**src/rtl/ir_tx_scheduler.sv**
```systemverilog
// ir_tx_scheduler: bus-programmed periodic / one-shot trigger for an IR
// transmitter, with request coalescing, overrun count and holdoff guard.
module ir_tx_scheduler #(
  parameter logic [7:0]  BASE_ADDR      = 8'h90,
  parameter int unsigned PERIOD_CYCLES  = 10_000_000,
  parameter int unsigned HOLDOFF_CYCLES = 2_000_000
) (
  input  logic       CLK,
  input  logic       RESETN,
  input  logic [7:0] BUS_ADDR,
  input  logic [7:0] BUS_DATA_IN,
  input  logic       BUS_WE,
  output logic [7:0] BUS_DATA_OUT,
  output logic       BUS_DATA_OUT_WE,
  output logic [3:0] COMMAND,
  output logic       SEND_PACKET
);
  localparam int PW = $clog2(PERIOD_CYCLES);
  localparam int HW = $clog2(HOLDOFF_CYCLES);
  localparam logic [PW-1:0] P_LAST = PW'(PERIOD_CYCLES - 1);
  localparam logic [HW-1:0] H_LAST = HW'(HOLDOFF_CYCLES - 1);

  typedef enum logic [1:0] {IDLE, ARM, FIRE, HOLD} state_e;
  state_e state_q, state_d;

  logic [3:0]    cmd_q, cmd_d;
  logic          en_q, en_d;
  logic          pend_q, pend_d;
  logic [7:0]    ovr_q, ovr_d;
  logic [PW-1:0] pcnt_q, pcnt_d;
  logic [HW-1:0] hcnt_q, hcnt_d;
  logic [3:0]    command_q, command_d;
  logic          send_q, send_d;
  logic [7:0]    rdata_q, rdata_d;
  logic          rdwe_q, rdwe_d;

  logic [7:0] off;
  logic [7:0] rmux;
  logic in_win, wr_cmd, wr_ctrl, wr_ovr, rd_en;
  logic oneshot, en_rise, tick, req;
  logic arm_entry, hold_done, busy;
  logic unused_din;

  assign unused_din = ^BUS_DATA_IN[7:4];

  always_comb begin
    off     = BUS_ADDR - BASE_ADDR;
    in_win  = (off[7:2] == 6'd0);
    wr_cmd  = BUS_WE && in_win && (off[1:0] == 2'd0);
    wr_ctrl = BUS_WE && in_win && (off[1:0] == 2'd1);
    wr_ovr  = BUS_WE && in_win && (off[1:0] == 2'd3);
    rd_en   = !BUS_WE && in_win;
  end

  always_ff @(posedge CLK or negedge RESETN) begin
    if (!RESETN) state_q <= IDLE;
    else         state_q <= state_d;
  end

  always_comb begin
    state_d = state_q;
    unique case (state_q)
      IDLE: if (pend_q) state_d = ARM;
      ARM:  state_d = FIRE;
      FIRE: state_d = HOLD;
      HOLD: if (hold_done) state_d = pend_q ? ARM : IDLE;
      default: state_d = IDLE;
    endcase
  end

  always_comb begin
    busy      = (state_q != IDLE);
    arm_entry = (state_d == ARM);
    send_d    = (state_d == FIRE);
    command_d = arm_entry ? cmd_q : command_q;
  end

  always_comb begin
    cmd_d     = wr_cmd ? BUS_DATA_IN[3:0] : cmd_q;
    en_d      = wr_ctrl ? BUS_DATA_IN[0] : en_q;
    en_rise   = wr_ctrl && BUS_DATA_IN[0] && !en_q;
    oneshot   = wr_ctrl && BUS_DATA_IN[1];
    tick      = en_q && (pcnt_q == P_LAST);
    req       = tick || oneshot;
    pcnt_d    = (!en_d || en_rise || tick) ? '0 : pcnt_q + PW'(1);
    hold_done = (state_q == HOLD) && (hcnt_q == H_LAST);
    hcnt_d    = (state_q == HOLD && !hold_done) ? hcnt_q + HW'(1) : '0;
    // a request landing on the ARM edge is the one that stays pending
    pend_d    = req || (pend_q && !arm_entry);
    ovr_d     = ovr_q;
    if (wr_ovr)
      ovr_d = 8'h00;
    else if (req && pend_q && !arm_entry && ovr_q != 8'hFF)
      ovr_d = ovr_q + 8'd1;
  end

  always_comb begin
    rmux = 8'h00;
    unique case (off[1:0])
      2'd0: rmux = {4'b0, cmd_q};
      2'd1: rmux = {7'b0, en_q};
      2'd2: rmux = {5'b0, busy, pend_q, en_q};
      2'd3: rmux = ovr_q;
      default: rmux = 8'h00;
    endcase
    rdwe_d  = rd_en;
    rdata_d = rd_en ? rmux : 8'h00;
  end

  always_ff @(posedge CLK or negedge RESETN) begin
    if (!RESETN) begin
      cmd_q     <= '0;
      en_q      <= 1'b0;
      pend_q    <= 1'b0;
      ovr_q     <= '0;
      pcnt_q    <= '0;
      hcnt_q    <= '0;
      command_q <= '0;
      send_q    <= 1'b0;
      rdata_q   <= '0;
      rdwe_q    <= 1'b0;
    end else begin
      cmd_q     <= cmd_d;
      en_q      <= en_d;
      pend_q    <= pend_d;
      ovr_q     <= ovr_d;
      pcnt_q    <= pcnt_d;
      hcnt_q    <= hcnt_d;
      command_q <= command_d;
      send_q    <= send_d;
      rdata_q   <= rdata_d;
      rdwe_q    <= rdwe_d;
    end
  end

  assign COMMAND         = command_q;
  assign SEND_PACKET     = send_q;
  assign BUS_DATA_OUT    = rdata_q;
  assign BUS_DATA_OUT_WE = rdwe_q;

endmodule
```
**config.mk**
```make
export PLATFORM = sky130hd
export DESIGN_NAME = ir_tx_scheduler
export DESIGN_NICKNAME = d
export VERILOG_FILES = /design/src/rtl/ir_tx_scheduler.sv
export SDC_FILE = /design/constraint.sdc
export NUM_CORES = 1
export LEC_CHECK = 0
export ABC_AREA = 1
export CORE_MARGIN = 4
export CORE_UTILIZATION = 45
export CTS_CLUSTER_SIZE = 12
export DETAILED_ROUTE_END_ITERATION = 8
export PLACE_DENSITY = 0.65
export SETUP_SLACK_MARGIN = 0.2
export SYNTH_ARGS = -nofsm -noshare
export SYNTH_HDL_FRONTEND = slang
export SYNTH_SLANG_ARGS = --single-unit
```
**constraint.sdc**
```tcl
create_clock -name CLK -period 1.95 [get_ports CLK]
set_clock_uncertainty 0.05 [all_clocks]
set_input_delay 0.39 -clock CLK [delete_from_list [all_inputs] [get_ports CLK]]
set_output_delay 0.39 -clock CLK [all_outputs]
set_load 0.005 [all_outputs]
```
==> impl_metrics.yaml <==
outcome:
  status: "complete, no violations"
die:
  die_h_um: 102
  io-pin-count: 33
  initial_core_util_pct: 46.0
  die_w_um: 102
  core_mm2: 0.00868
  rows: 34
  die_area_mm2: 0.0104
global_route:
  met1_usage_pct: 23.9
  antenna_found_initial: 0
  gr-usage-met3_pct: 3.69
  grt-busiest-layer: "met2"
  grt_use_met2_pct: 30.7
  grt_pass1_wl_mm: 15.4
  grt_pass1_vias: 3359
  grt_start_max_net_pins: 34
  grt_usage_pct: 18.5
  gr-total-overflow: 0
timing:
  max-slew-margin-rel_pct: 71.0
  worst_pin_slew_ns: 0.435
  finalCriticalPeriod_ns: 1.67
  rsz0062_at_grt: "true"
  slew_violations: 0
  max_freq_ghz: 0.600
  setup_tns_ns: 0
  hold_slack_ns: 0.439
  timing.final.hold_violations: 0
  fin_crit_sh_pct: 85.4
  post-route-worst-setup-slack_ns: 0.284
  setup_viol_count_final: 0
placement:
  routabilityCongestion: 0.863
  dp_hpwl_mm: 6.45
  portBuffers: 28
  place_ws_ns: -0.0924
cells_and_area:
  drive_gt1_share_pct: 18.2
  fin_nets: 584
  syn_to_final_growth_pct: 25.6
  fin_util_pct: 57.8
  num_antenna_cells: 0
  fillCellCount: 820
worst_setup_path:
  r2r_cells: 9
  cp-end-kind: "output pin"
  r2r_setup_slack_ns: 0.29
  path_buf_inv: 1
  critical_path_class: "reg -> out"
  start_kind: "register"
  slowest_delay_ns: 0.51
  critPathMaxFanout: 2
  path_cells: "clkdlybuf4s50_1"
  arrival_ns: 1.23
  critical_path.top_delay_family: "buffers and inverters"
  slowest_stage: "clkdlybuf4s50_1"
  worst-path-stages: 1
  required_ns: 1.51
logic_synthesis:
  synth_cell_types: 35
  ys_seq_elements: 75
  ys.warnings.count: 0
  synth_cells: 493
  avgSynthCellArea_um2: 8.10
  syn_nets: 515
  synth.cell_area_mm2: 0.00400
  seq_area_frac_synth_pct: 47.0
worst_hold_path:
  hold_class: "reg -> reg"
  hold_depth: 1
pwr:
  ir_drop_v: 0.000391
  p_leak_nw: 2.34
  powerDensity_mw_per_mm2: 653
cts:
  cts.sinks: 75
  insertion_delay_ns: 0.34
  tritoncts: "built"
  root_buffer: "clkbuf_8"
  cts_buffers: 9
  htree_num_levels: 3
  cts.reportedPaths.clkPinSlew_ns: 0.08
  cts_buffer_depth: 2
routing:
  detail_route.vias_per_cell: 5.11
  wl_per_cell_um: 13.2
  dr.pass1.iters: 5
  drtAntennaViolNets: 0
  vias: 3446
  detail_route.iter0.violations: 136
  drt-total-wl_mm: 8.88
  drc: 0
job:
  cap_violations: 0
==> synthesized netlist by cell type, drive strengths merged <==
library cell	count	area, um^2
and3	1	6.26
nor4	4	31.3
ha	3	37.5
xor2	19	166
xnor2	4	35.0
a21oi	17	85.1
nand3	39	220
a21boi	1	11.3
a31oi	3	18.8
nand4	21	131
dfrtp	75	1880
buf	5	27.5
o21ai	12	60.1
inv	65	244
nand3b	2	15.0
or2	4	25.0
nor2	85	375
nor3b	5	47.5
o21a	3	22.5
nand2	99	402
nor3	26	156
==> logic make-up (layout without fill, tap and decap cells) <==
family | count (synthesis) | in the layout | share of synthesized area (%)
AOI/OAI and AO/OA | 36 | 36 | 4.95
DFF | 75 | 75 | 47.0
and+or+nand+nor | 286 | 286 | 35.3
adders and majority gates | 3 | 3 | 0.940
buffers and inverters | 70 | 143 | 6.80
xor gates and xnor gates | 23 | 23 | 5.04
==> cells in the final DEF (no fill, tap or decap), types with 5 or more instances in the layout <==
cell type        synthesis  layout
nor2_2                   4       8
nand3_1                 34      31
inv_2                    5       5
dfrtp_1                 75      73
a21oi_1                 17      17
nand2_2                  6       7
clkbuf_8                 0       9
inv_1                   60      60
nand4_1                 21      21
nand3_2                  5       5
nor3_1                  22      21
o21ai_0                 11      10
nand2_1                 91      90
nor2_4                   4       5
buf_4                    1      33
clkdlybuf4s50_1          0      27
nor2_1                  76      71
xor2_1                  19      19
==> per-stage QoR <==
stage	power, mW	instances	instance area (um^2)
floorplan	1.64	493	4000
global placement	1.74	642	4540
detailed placement	1.74	642	4540
CTS	3.30	664	4870
global route	3.39	674	5020
finish	3.28	674	5020
==> timing repair <==
| action | 4_1_cts | 5_1_grt |
|---|---|---|
| pin swaps | 4 | 9 |
| gates resized for setup | 3 | 18 |
| setup endpoints to repair | 13 | 41 |
| hold buffers | 1 | 0 |
| hold endpoints to repair | 31 | 0 |
| buffers inserted | 6 | 10 |
==> flip-flops by register name (all words and copies together), names as in the netlist, named ones only <==
name and flops:
state_q 2, cmd_q 4, BUS_DATA_OUT_WE 1, pcnt_q 24, ovr_q 8, COMMAND 4
pend_q 1, SEND_PACKET 1, BUS_DATA_OUT 8, hcnt_q 21
==> layer usage <==
layer	vias up	wire length [um]
met4	0	53
met3	4	369
met1	1635	4070
li1	1737	-
met2	70	4390
met5	-	0
==> final cells by class <==
class,count,area [um^2],share of cell area (%)
inverter,65,244,4.86
clock buffer,9,124,2.47
clock inverter,6,138,2.74
multi-input combinational,348,1930,38.5
sequential,75,1880,37.4
tap,108,135,2.69
timing repair buffer,63,568,11.3
==> path summary, 6_finish.rpt <==
check,start,end
max,COMMAND[2],COMMAND[2]
min,state_q[1],SEND_PACKET
max reg2reg,hcnt_q[0],hcnt_q[15]
min reg2reg,state_q[1],SEND_PACKET
max in group asynchronous,RESETN,pcnt_q[4]
min in group asynchronous,RESETN,hcnt_q[7]
==> report_power, final <==
group,internal [mW],switching (mW)
registers,1.56,0.00989
clock network,0.979,0.590
logic,0.0614,0.0758
total,2.60,0.676
Note: power is estimated with default switching activity, not from simulation.
